--- src/rtl/d_ext_alu_wb_ctrl.sv ---
// Issue/writeback controller for the D-extension ALU: launches one op, samples the ALU result
// after ALU_LAT cycles and queues it in a 2-entry writeback FIFO. Macro: D_EXT_ALU_NANBOX_EN.
module d_ext_alu_wb_ctrl #(
    parameter int ALU_LAT = 3
) (
    input  logic        clk,
    input  logic        rst,
    input  logic        req_valid,
    output logic        req_ready,
    input  logic [4:0]  req_op,
    input  logic [4:0]  req_rd,
    input  logic [63:0] req_rs1,
    input  logic [63:0] req_rs2,
    input  logic [63:0] req_rs3,
    input  logic [31:0] req_fs_rs1,
    input  logic [63:0] req_int_rs1,
    output logic [4:0]  alu_op,
    output logic [63:0] rs1,
    output logic [63:0] rs2,
    output logic [63:0] rs3,
    output logic [31:0] fs_rs1,
    output logic [63:0] int_rs1,
    input  logic [63:0] result,
    input  logic [31:0] fs_result,
    input  logic [63:0] int_result,
    output logic        wb_valid,
    input  logic        wb_ready,
    output logic [4:0]  wb_rd,
    output logic [1:0]  wb_dest,
    output logic [63:0] wb_data
);
    typedef enum logic {IDLE, WAIT} state_t;

    state_t      state, state_nxt;
    logic [3:0]  cnt;
    logic [4:0]  rd_p0;
    logic [1:0]  dest_p0;
    logic        accept, push, pop;
    logic [4:0]  buf_rd   [2];
    logic [1:0]  buf_dest [2];
    logic [63:0] buf_data [2];
    logic        head, wr_idx;
    logic [1:0]  count;

    function automatic logic [1:0] class_of(input logic [4:0] op);
        if (!op[4])
            return 2'd0;
        else if (!op[3])
            return 2'd2;
        else
            return 2'd1;
    endfunction

    function automatic logic [63:0] sel_data(input logic [1:0] dest, input logic [63:0] d_res,
                                             input logic [31:0] s_res, input logic [63:0] i_res);
        case (dest)
            2'd2:    return i_res;
`ifdef D_EXT_ALU_NANBOX_EN
            2'd1:    return {32'hFFFF_FFFF, s_res};
`else
            2'd1:    return {32'h0000_0000, s_res};
`endif
            default: return d_res;
        endcase
    endfunction

    always_comb begin
        state_nxt = state;
        req_ready = 1'b0;
        case (state)
            IDLE: begin
                req_ready = (count < 2'd2);
                if (req_valid && req_ready)
                    state_nxt = WAIT;
            end
            WAIT: begin
                if (cnt == 4'd1)
                    state_nxt = IDLE;
            end
            default: state_nxt = IDLE;
        endcase
    end

    assign accept = req_valid && req_ready;
    assign push   = (state == WAIT) && (cnt == 4'd1);
    assign pop    = wb_valid && wb_ready;

    // Launch stage: operands and op class held until the next accept
    always_ff @(posedge clk or posedge rst) begin
        if (rst) begin
            state   <= IDLE;
            cnt     <= 4'd0;
            rd_p0   <= 5'd0;
            dest_p0 <= 2'd0;
            alu_op  <= 5'd0;
            rs1     <= 64'd0;
            rs2     <= 64'd0;
            rs3     <= 64'd0;
            fs_rs1  <= 32'd0;
            int_rs1 <= 64'd0;
        end else begin
            state <= state_nxt;
            if (accept) begin
                cnt     <= 4'(ALU_LAT);
                rd_p0   <= req_rd;
                dest_p0 <= class_of(req_op);
                alu_op  <= req_op;
                rs1     <= req_rs1;
                rs2     <= req_rs2;
                rs3     <= req_rs3;
                fs_rs1  <= req_fs_rs1;
                int_rs1 <= req_int_rs1;
            end else if (state == WAIT) begin
                cnt <= cnt - 4'd1;
            end
        end
    end

    // Writeback stage: tail slot is the one after head when one entry is already queued
    assign wr_idx = head ^ count[0];

    always_ff @(posedge clk or posedge rst) begin
        if (rst) begin
            head  <= 1'b0;
            count <= 2'd0;
            for (int k = 0; k < 2; k++) begin
                buf_rd[k]   <= 5'd0;
                buf_dest[k] <= 2'd0;
                buf_data[k] <= 64'd0;
            end
        end else begin
            if (push) begin
                buf_rd[wr_idx]   <= rd_p0;
                buf_dest[wr_idx] <= dest_p0;
                buf_data[wr_idx] <= sel_data(dest_p0, result, fs_result, int_result);
            end
            if (pop)
                head <= ~head;
            case ({push, pop})
                2'b10:   count <= count + 2'd1;
                2'b01:   count <= count - 2'd1;
                default: count <= count;
            endcase
        end
    end

    assign wb_valid = (count != 2'd0);
    assign wb_rd    = buf_rd[head];
    assign wb_dest  = buf_dest[head];
    assign wb_data  = buf_data[head];

endmodule

--- config.mk ---
export PLATFORM = sky130hd
export DESIGN_NAME = d_ext_alu_wb_ctrl
export DESIGN_NICKNAME = d
export VERILOG_FILES = /design/src/rtl/d_ext_alu_wb_ctrl.sv
export SDC_FILE = /design/constraint.sdc
export NUM_CORES = 1
export LEC_CHECK = 0
export CAP_MARGIN = 10
export CORE_AREA = 2 2 318 320
export DETAILED_ROUTE_END_ITERATION = 7
export DIE_AREA = 0 0 320 322
export PLACE_DENSITY = 0.52
export SYNTH_ARGS = -nofsm -noshare
export SYNTH_HDL_FRONTEND = slang
export SYNTH_SLANG_ARGS = --single-unit
--- constraint.sdc ---
create_clock -name clk -period 14.49 [get_ports clk]
set_input_delay 2.898 -clock clk [delete_from_list [all_inputs] [get_ports clk]]
set_output_delay 2.898 -clock clk [all_outputs]
set_load 0.01 [all_outputs]
# Word level (Yosys, flattened, before mapping)

Cells that the tools add are included.

$add $sub $neg: 3
Reduce and logical (&&, ||, !) cells: 8
Muxes and demuxes: 29
Magnitude comparators: 4
Equality and inequality tests: 5
Bitwise logic cells: 5

Operators with widths:

| operator              | count |
|---|---|
| $mux W64              | 5 |
| $bwmux W128           | 1 |
| $pmux W64 S2          | 1 |
| $demux W64 S1         | 1 |
| $mux W5               | 4 |
| $mux W2               | 6 |
| $bwmux W10            | 1 |
| $mux W4               | 2 |
| $reduce_bool A2 Y1    | 3 |
| $demux W5 S1          | 1 |
| $logic_and A1 B1 Y1   | 5 |
| $bwmux W4             | 1 |
| $eq A2 B1 Y1 const B  | 2 |
| $eq A2 B2 Y1 const B  | 2 |
| $eq A4 B1 Y1 const B  | 1 |
| $ge A2 B2 Y1 const B  | 2 |
| $not A1 Y2            | 2 |
| $pmux W2 S2           | 1 |
| $sub A4 B1 Y4 const B | 1 |
| $mux W1               | 3 |
| $add A2 B1 Y2 const B | 1 |
| $demux W2 S1          | 1 |
| $lt A2 B1 Y1 const B  | 1 |
| $lt A2 B2 Y1 const B  | 1 |
| 4 further kinds       | 5 |

Output and inout port bits: 366
Register bits after elaboration: 450
Logic and storage cells: 72
Input port bits: 462

# Logic depth before layout (Yosys ltp)

Gate-level depths: netlist (run 1).

Depth in word-level cells: 7
Gate-level depth with buffers: 11
Mapped depth without buffers: 8

# Worst setup path before layout (run 1)

OpenSTA, ideal clock, no wires.

Path type: reg-to-output
Start: reg head
End: out wb_data[54]
Path slack: 10.448 ns
Cell stages (with the launch flop): 4
Data arrival time: 1.144 ns
Required time: 11.592 ns
Path through: dfrtp_1 buf_4 buf_2 mux2_2

Word-level cells in the longest chain between the ends: 4

Ends and longest elaborated chain:

| what                                        | line | source |
|---|---|---|
| start, declared                             | 42   | `logic head, wr_idx;` |
| start signal, assigned                      | 138  | `head <= ~head;` |
| $not A1 Y2 (implied by the code)            | 150  | `assign wb_data = buf_data[head];` |
| $mux W64 (implied by the code) (3 in a row) | 150  |  |
| end, declared                               | 30   | `output logic [63:0] wb_data` |

No other way between the ends. The select of a mux whose other input is x is not followed.

# Final worst setup path (run 1)

Start: in req_valid
End: reg rs3[51]

Word-level cells in the longest chain between the ends: 1

Ends and longest elaborated chain:

| what                 | line | source |
|---|---|---|
| start, declared      | 8    | `input logic req_valid,` |
| $logic_and A1 B1 Y1  | 84   | `assign accept = req_valid && req_ready;` |
| end signal, assigned | 110  | `rs3 <= req_rs3;` |
| end, declared        | 20   | `output logic [63:0] rs3,` |

No other way between the ends.
A chain may end at the register's enable or synchronous reset.

==> metrics.log, run 1 <==
INFO  metric outcome = finished clean
INFO  metric grt_first_pass_wirelength = 101 mm
INFO  metric crit_required = 14.96 ns
INFO  metric numPortBuffers = 827
INFO  metric timing.final.crit_period = 6.07 ns
INFO  metric final-setup-viol-count = 0
INFO  metric totalNegativeSetupSlack = 0 ns
INFO  metric final_min_period_over_clock_period = 41.9%
INFO  metric drtPass1Iterations = 5
INFO  metric post-cts-setup-buffers = 0
INFO  metric synth-compound-area-share = 10.9%
INFO  metric area_growth = 61.4%
INFO  metric clk_pin_slew = 0.06 ns
INFO  metric unrepaired_setup_endpoints_after_global_routing = false
INFO  metric crit_fanout = 72
INFO  metric met3_usage = 3.79%
INFO  metric ant_nets = 0
INFO  metric hold_ws = 0.490 ns
INFO  metric dp_slack = 7.77 ns
INFO  metric min_path_type = reg -> reg
INFO  metric chipHeight = 322 um
INFO  metric cell_pwr_density = 234 nW/um^2
INFO  metric yosysUniqueCellTypes = 32
INFO  metric final_core_utilization = 30.0%
INFO  metric initial_utilization = 18.6%
INFO  metric globalRouteMet2Util = 22.4%
INFO  metric drt_iter0_drc = 681
INFO  metric synth_area_per_cell = 13.8 um^2
INFO  metric fin_skew = 0.0244 ns
INFO  metric yosys.area_share.adder = 0.338%
INFO  metric cts.hold.buffers_added = 0
INFO  metric synth.area.top_cells = sky130_fd_sc_hd__dfrtp_1 61%, sky130_fd_sc_hd__mux2_2 23%, sky130_fd_sc_hd__o21ai_0 6.0%, sky130_fd_sc_hd__o21ai_1 1.9%, sky130_fd_sc_hd__a221o_1 1.7%
INFO  metric cts-buffers-inserted = 53
INFO  metric routed-via-count = 14,300
INFO  metric fin_ws = 8.42 ns
INFO  metric groute.usage.overall = 12.9%
INFO  metric drive_above_1_share = 22.9%
INFO  metric placementRows = 116
INFO  metric layout.cells.non_filler = 3,478
INFO  metric grt.busiest_layer = met2
INFO  metric clk_path_buf_depth = 3
INFO  metric core_box_area = 99,600 um^2
INFO  metric placed_cells = 3,377
INFO  metric detail_route.drc_violations = 0
INFO  metric nNetsFinal = 2,601
INFO  metric main_combinational_cell_family_by_area_after_synthesis = multiplexers
INFO  metric synth_seq_cells = 450
INFO  metric cts_root_buf = sky130_fd_sc_hd__clkbuf_16
INFO  metric synth_simple_gate_area_share = 0.716%
INFO  metric synth.area.mux_share = 23.3%
INFO  metric synth_area = 18,500 um^2
INFO  metric leakage = 11.7 nW
INFO  metric setup.worst_path.end_class = register
INFO  metric slew_viol_final = 0
INFO  metric dp_hpwl = 50.8 mm
INFO  metric synthXorXnorAreaFrac = 0.567%
INFO  metric proportion_of_netlist_area_held_by_the_largest_area_contributor = 60.8%
INFO  metric die_x = 320 um
INFO  metric grt_pass1_vias = 15,800
INFO  metric grt_max_degree = 152
INFO  metric number_of_antenna_violations_at_the_first_check_in_global_routing = 8
INFO  metric htree_num_levels = 2
INFO  metric drv.max_cap_violation_count = 0
INFO  metric postRouteWirelength = 69.1 mm
INFO  metric worst_margin_slew = 1.02 ns
INFO  metric synth_top_area_cell = sky130_fd_sc_hd__dfrtp_1
INFO  metric worst-setup-path-type = in -> reg
INFO  metric timing.final.hold_violations = 0
INFO  metric clock_insertion_delay_worst_skew = 0.61 ns
INFO  metric count_of_mapped_cells_out_of_synthesis = 1,340
INFO  metric num_io_pins = 828
INFO  metric fp.dieArea = 103,000 um^2
INFO  metric mappedNetlistNets = 1,807
INFO  metric cts.sinks = 450
INFO  metric fmax = 165 MHz
INFO  metric synth.yosys.warnings = 0
INFO  metric synth.yosys.seq_area_share = 60.8%
INFO  metric tritoncts_clock_tree = built
INFO  metric max-slew-margin-rel = 31.8%
INFO  metric cts.repair.resized = 0
INFO  metric irDropWorstVdd = 151 uV
INFO  metric per_cell_via_count_in_the_routed_design = 4.12
INFO  metric grt.overflow.total = 0
INFO  metric place.gp.congestion = 0.839
INFO  metric routedWlPerCell = 19.9 um
INFO  metric cp.arrival = 6.54 ns
INFO  metric critical_path.startpoint_type = input port
INFO  metric gr-usage-met1 = 14.8%
## cell usage in the layout, fill, tap and decap left out, types with 10 or more instances in the layout
master                            count
sky130_fd_sc_hd__clkbuf_8            19
sky130_fd_sc_hd__a221o_1             32
sky130_fd_sc_hd__a22oi_1             32
sky130_fd_sc_hd__clkbuf_16           53
sky130_fd_sc_hd__dfrtp_1            449
sky130_fd_sc_hd__o21ai_0            222
sky130_fd_sc_hd__clkdlybuf4s50_1    827
sky130_fd_sc_hd__mux2_2             379
sky130_fd_sc_hd__buf_4               17
sky130_fd_sc_hd__o21ai_1             69
sky130_fd_sc_hd__clkbuf_1            10
## sequential cells by signal, indices dropped and copies added (netlist names)
register and count:
buf_data 128, int_rs1 64, rs1 64, rs2 64, rs3 64, fs_rs1 32, buf_rd 10, alu_op 5
rd_p0 5, buf_dest 4, cnt 4, count 2, dest_p0 2, head 1, state 1
## critical path, cell delays in order
cell and delay (ns):
sky130_fd_sc_hd__clkdlybuf4s50_1 0.48, sky130_fd_sc_hd__nor3b_4 0.38, sky130_fd_sc_hd__buf_4 0.71, sky130_fd_sc_hd__buf_4 0.66, sky130_fd_sc_hd__buf_4 0.83, sky130_fd_sc_hd__mux2_2 0.42
## area by class of cell
cell class | count | area [um^2]
Antenna cell | 5 | 12.5
Clock buffer | 82 | 1630
Clock inverter | 14 | 230
Fill cell | 10000 | 69700
Inverter | 8 | 35.0
Multi-Input combinational cell | 775 | 6670
Sequential cell | 450 | 11300
Tap cell | 1298 | 1620
Timing Repair Buffer | 846 | 8450
## Yosys cell counts
| cell type | count |
|---|---|
| sky130_fd_sc_hd__dfrtp_1 | 450 |
| sky130_fd_sc_hd__mux2_2 | 379 |
| sky130_fd_sc_hd__o21ai_0 | 222 |
| sky130_fd_sc_hd__o21ai_1 | 69 |
| sky130_fd_sc_hd__buf_2 | 37 |
| sky130_fd_sc_hd__a221o_1 | 32 |
| sky130_fd_sc_hd__a22oi_1 | 32 |
| sky130_fd_sc_hd__buf_4 | 32 |
| sky130_fd_sc_hd__clkbuf_1 | 28 |
| sky130_fd_sc_hd__nand2_1 | 8 |
| sky130_fd_sc_hd__inv_1 | 7 |
| sky130_fd_sc_hd__ha_1 | 5 |
| sky130_fd_sc_hd__buf_1 | 4 |
| sky130_fd_sc_hd__mux2_1 | 4 |
| sky130_fd_sc_hd__nor2_1 | 4 |
| sky130_fd_sc_hd__xnor2_1 | 4 |
| sky130_fd_sc_hd__buf_6 | 3 |
| sky130_fd_sc_hd__clkbuf_2 | 3 |
| sky130_fd_sc_hd__xor2_1 | 3 |
| sky130_fd_sc_hd__nor2_4 | 2 |
| sky130_fd_sc_hd__and2_1 | 1 |
| sky130_fd_sc_hd__and4bb_1 | 1 |
| sky130_fd_sc_hd__inv_2 | 1 |
| sky130_fd_sc_hd__nand3_1 | 1 |
| sky130_fd_sc_hd__nand3b_1 | 1 |
| sky130_fd_sc_hd__nor2b_1 | 1 |
| sky130_fd_sc_hd__nor3b_2 | 1 |
| sky130_fd_sc_hd__nor4b_1 | 1 |
| sky130_fd_sc_hd__o31ai_1 | 1 |
| sky130_fd_sc_hd__or2_2 | 1 |
| sky130_fd_sc_hd__xnor2_4 | 1 |
| sky130_fd_sc_hd__xor2_2 | 1 |
## where the power goes
group	leakage (nW)	internal (mW)	switching, mW
combinational	5.46	1.81	1.51
clock	0.915	0.872	0.545
sequential	5.36	1.90	0.365
## cells by family after synthesis
| group | Yosys count |
|---|---|
| fa+ha+maj | 5 |
| simple gates | 22 |
| flops | 450 |
| compound gates | 356 |
| buf+inv | 115 |
| mux | 383 |
| xor+xnor | 9 |
## final timing paths
| check | to | slack, ns | depth (start not counted) | startpoint |
|---|---|---|---|---|
| max | rs3[51] | 8.42 | 6 | req_valid |
| min | rs3[29] | 0.49 | 1 | rs3[29] |
| max reg2reg | rs3[51] | 10.68 | 5 | state |
| min reg2reg | rs3[29] | 0.49 | 1 | rs3[29] |
| max in group asynchronous | buf_data[35] | 9.45 | 4 | rst |
| min in group asynchronous | rs2[60] | 2.79 | 2 | rst |
## metrics by stage
stage,total power [mW],area [um^2]
finish,7.00,29900
global route,7.42,29900
CTS,7.14,29900
detailed placement,5.65,28000
global placement,5.58,28000
floorplan,3.79,18500
## layer usage
layer / routed length [um] / up-vias
met4: 2150 / 4
met1: 26700 / 7234
li1: - / 6471
met2: 35400 / 516
met3: 4810 / 117
met5: 22 / -
No activity file was read; power rests on OpenSTA's default activity.
==> run 2, diff against run 1 <==
--- a/config.mk
+++ b/config.mk
@@ -6,10 +6,10 @@
 export NUM_CORES = 1
 export LEC_CHECK = 0
 export CAP_MARGIN = 10
-export CORE_AREA = 2 2 318 320
+export CORE_AREA = 2 2 321 323
 export DETAILED_ROUTE_END_ITERATION = 7
-export DIE_AREA = 0 0 320 322
-export PLACE_DENSITY = 0.52
+export DIE_AREA = 0 0 323 325
+export PLACE_DENSITY = 0.5
 export SYNTH_ARGS = -nofsm -noshare
 export SYNTH_HDL_FRONTEND = slang
 export SYNTH_SLANG_ARGS = --single-unit
==> constraint.sdc (replaced) <==
create_clock -name clk -period 5.6 [get_ports clk]
set_input_delay 1.12 -clock clk [delete_from_list [all_inputs] [get_ports clk]]
set_output_delay 1.12 -clock clk [all_outputs]
set_load 0.01 [all_outputs]
==> metrics.log, run 2 (synthesized netlist as in run 1, its figures left out) <==
INFO  metric groute.usage.overall = 13.0%
INFO  metric chipHeight = 325 um
INFO  metric cts.repair.resized = 0
INFO  metric setup.worst_path.end_class = output port
INFO  metric mostFrequentLayoutCell = sky130_fd_sc_hd__clkdlybuf4s50_1
INFO  metric stdcell_area = 30,200 um^2
INFO  metric htree_num_levels = 2
INFO  metric cts.sinks = 450
INFO  metric cts.hold.buffers_added = 0
INFO  metric worst_margin_slew = 1.04 ns
INFO  metric placementRows = 117
INFO  metric die_x = 323 um
INFO  metric area_growth = 62.8%
INFO  metric routed-via-count = 14,500
INFO  metric fillers = 10,400
INFO  metric regToRegSetupSlack = 2.27 ns
INFO  metric largest_register = buf_data
INFO  metric crit_required = 4.48 ns
INFO  metric drive_above_1_share = 23.1%
INFO  metric clk_pin_slew = 0.06 ns
INFO  metric fp.dieArea = 105,000 um^2
INFO  metric slew_viol_final = 0
INFO  metric cp.arrival = 2.95 ns
INFO  metric clk_path_buf_depth = 3
INFO  metric ant_nets = 0
INFO  metric cts_root_buf = sky130_fd_sc_hd__clkbuf_16
INFO  metric initial_utilization = 18.3%
INFO  metric leakage = 11.8 nW
INFO  metric placed_cells = 3,456
INFO  metric pwr-share-clk = 20.0%
INFO  metric irDropWorstVdd = 546 uV
INFO  metric drv.max_cap_violation_count = 0
INFO  metric grt.overflow.total = 0
INFO  metric p_sw_share = 34.9%
INFO  metric dp_hpwl = 52.2 mm
INFO  metric power_frac_comb = 47.2%
INFO  metric timing.final.hold_violations = 0
INFO  metric layout.cells.non_filler = 3,564
INFO  metric unrepaired_setup_endpoints_after_global_routing = false
INFO  metric crit_end = wb_data[14]
INFO  metric clock_insertion_delay_worst_skew = 0.64 ns
INFO  metric cp_slowest_stage_delay = 0.98 ns
INFO  metric tritoncts_clock_tree = built
INFO  metric post-cts-setup-buffers = 0
INFO  metric routedWlPerCell = 19.8 um
INFO  metric placed_area = 28,300 um^2
INFO  metric largest_register_ff_count = 128
INFO  metric cell_pwr_density = 601 nW/um^2
INFO  metric final_core_utilization = 29.8%
INFO  metric core_box_area = 101,000 um^2
INFO  metric place.gp.congestion = 0.802
INFO  metric final-setup-viol-count = 0
INFO  metric max-slew-margin-rel = 30.6%
INFO  metric crit_path_cell_trace = buf_4 > mux2_2 > clkdlybuf4s50_1
INFO  metric worst-setup-path-type = reg -> out
INFO  metric cp_slowest_cell = sky130_fd_sc_hd__dfrtp_4
INFO  metric timing.final.crit_period = 4.07 ns
INFO  metric internal_power = 11.8 mW
INFO  metric number_of_antenna_violations_at_the_first_check_in_global_routing = 8
INFO  metric detail_route.drc_violations = 0
INFO  metric nNetsFinal = 2,613
INFO  metric fmax = 246 MHz
INFO  metric drt_iter0_drc = 708
INFO  metric critical_path.startpoint_type = register
INFO  metric overall_power = 18.1 mW
INFO  metric min_path_type = reg -> reg
INFO  metric final_cell_mix = 827 x sky130_fd_sc_hd__clkdlybuf4s50_1, 449 x sky130_fd_sc_hd__dfrtp_1, 379 x sky130_fd_sc_hd__mux2_2
INFO  metric outcome = finished clean
INFO  metric totalNegativeSetupSlack = 0 ns
INFO  metric p_seq_share = 32.8%
INFO  metric critical_path.reg2reg.endpoint = buf_data[87]
INFO  metric num_io_pins = 828
INFO  metric postRouteWirelength = 70.4 mm
INFO  metric drtPass1Iterations = 5
INFO  metric crit_fanout = 53
INFO  metric grt_pass1_vias = 15,800
INFO  metric grt_max_degree = 110
INFO  metric grt_first_pass_wirelength = 102 mm
INFO  metric cts-buffers-inserted = 56
INFO  metric final_min_period_over_clock_period = 72.7%
INFO  metric worstReg2RegStart = dest_p0[0]
INFO  metric worstRegToRegCells = 6
INFO  metric fin_skew = 0.0524 ns
INFO  metric crit_start = head
INFO  metric per_cell_via_count_in_the_routed_design = 4.08
INFO  metric switching_power = 6.33 mW
INFO  metric numPortBuffers = 827
-- run 2: cell count changes in the layout (fill, tap and decap cells not counted), moves of 2 or more --
cell,change
sky130_fd_sc_hd__clkbuf_8,-13
sky130_fd_sc_hd__buf_12,+8
sky130_fd_sc_hd__clkinvlp_4,+2
sky130_fd_sc_hd__clkbuf_16,+3
sky130_fd_sc_hd__clkinv_2,+6
sky130_fd_sc_hd__clkbuf_1,+6
sky130_fd_sc_hd__diode_2,+2
-- run 2: how the worst min path moves through the flow --
stage                 from           to  slack, ns  cells past startpoint
6_report           rs3[29]      rs3[29]       0.49                      1
4_1_cts            rs3[29]      rs3[29]       0.50                      1
5_1_grt            rs3[29]      rs3[29]       0.50                      1
3_3_place_gp       rs2[33]      rs2[33]       0.48                      1
2_1_floorplan  buf_data[0]  buf_data[0]       0.46                      2
3_5_place_dp       rs2[33]      rs2[33]       0.48                      1
-- run 2: final cells by class --
class                      instances  area (um^2)  area share (%)
sequential                       450        11300            37.4
timing repair buffer             855         8610            28.6
multi-input combinational        775         6670            22.1
tap                             1368         1710            5.68
clock buffer                      78         1540            5.12
clock inverter                    23          295           0.979
inverter                           8         35.0           0.116
antenna                            7         17.5          0.0581
-- run 2: critical path: cells and delay by family (launching register included) --
family	cells	cell delay (ns)
flops	1	0.98
mux	1	0.37
buf+inv	2	0.87
-- run 2: through the flow --
stage / setup WS, ns / hold WS [ns]
after floorplan: -1.61 / 0.461
after global placement: 2.19 / 0.475
after global routing: 1.39 / 0.504
after CTS: 1.42 / 0.496
after detailed placement: 2.14 / 0.482
final: 1.53 / 0.491
-- run 2: power groups by stage --
stage / Clock [mW] / Sequential (mW) / Combinational [mW]
CTS: 3.79 / 5.98 / 8.69
detailed placement: 0 / 6.00 / 8.65
floorplan: 0 / 6.18 / 3.63
finish: 3.63 / 5.94 / 8.56
global placement: 0 / 5.93 / 8.55
global route: 3.93 / 6.17 / 9.14
-- run 2: metal layers --
layer	up-vias	GRT usage [%]	wire [um]	share of wire (%)
met4	6	5.59	2670	3.8
li1	6493	-	-	-
met5	-	0.231	59	0.084
met2	525	22.4	35400	50
met1	7384	14.6	27000	38
met3	132	4.01	5260	7.5
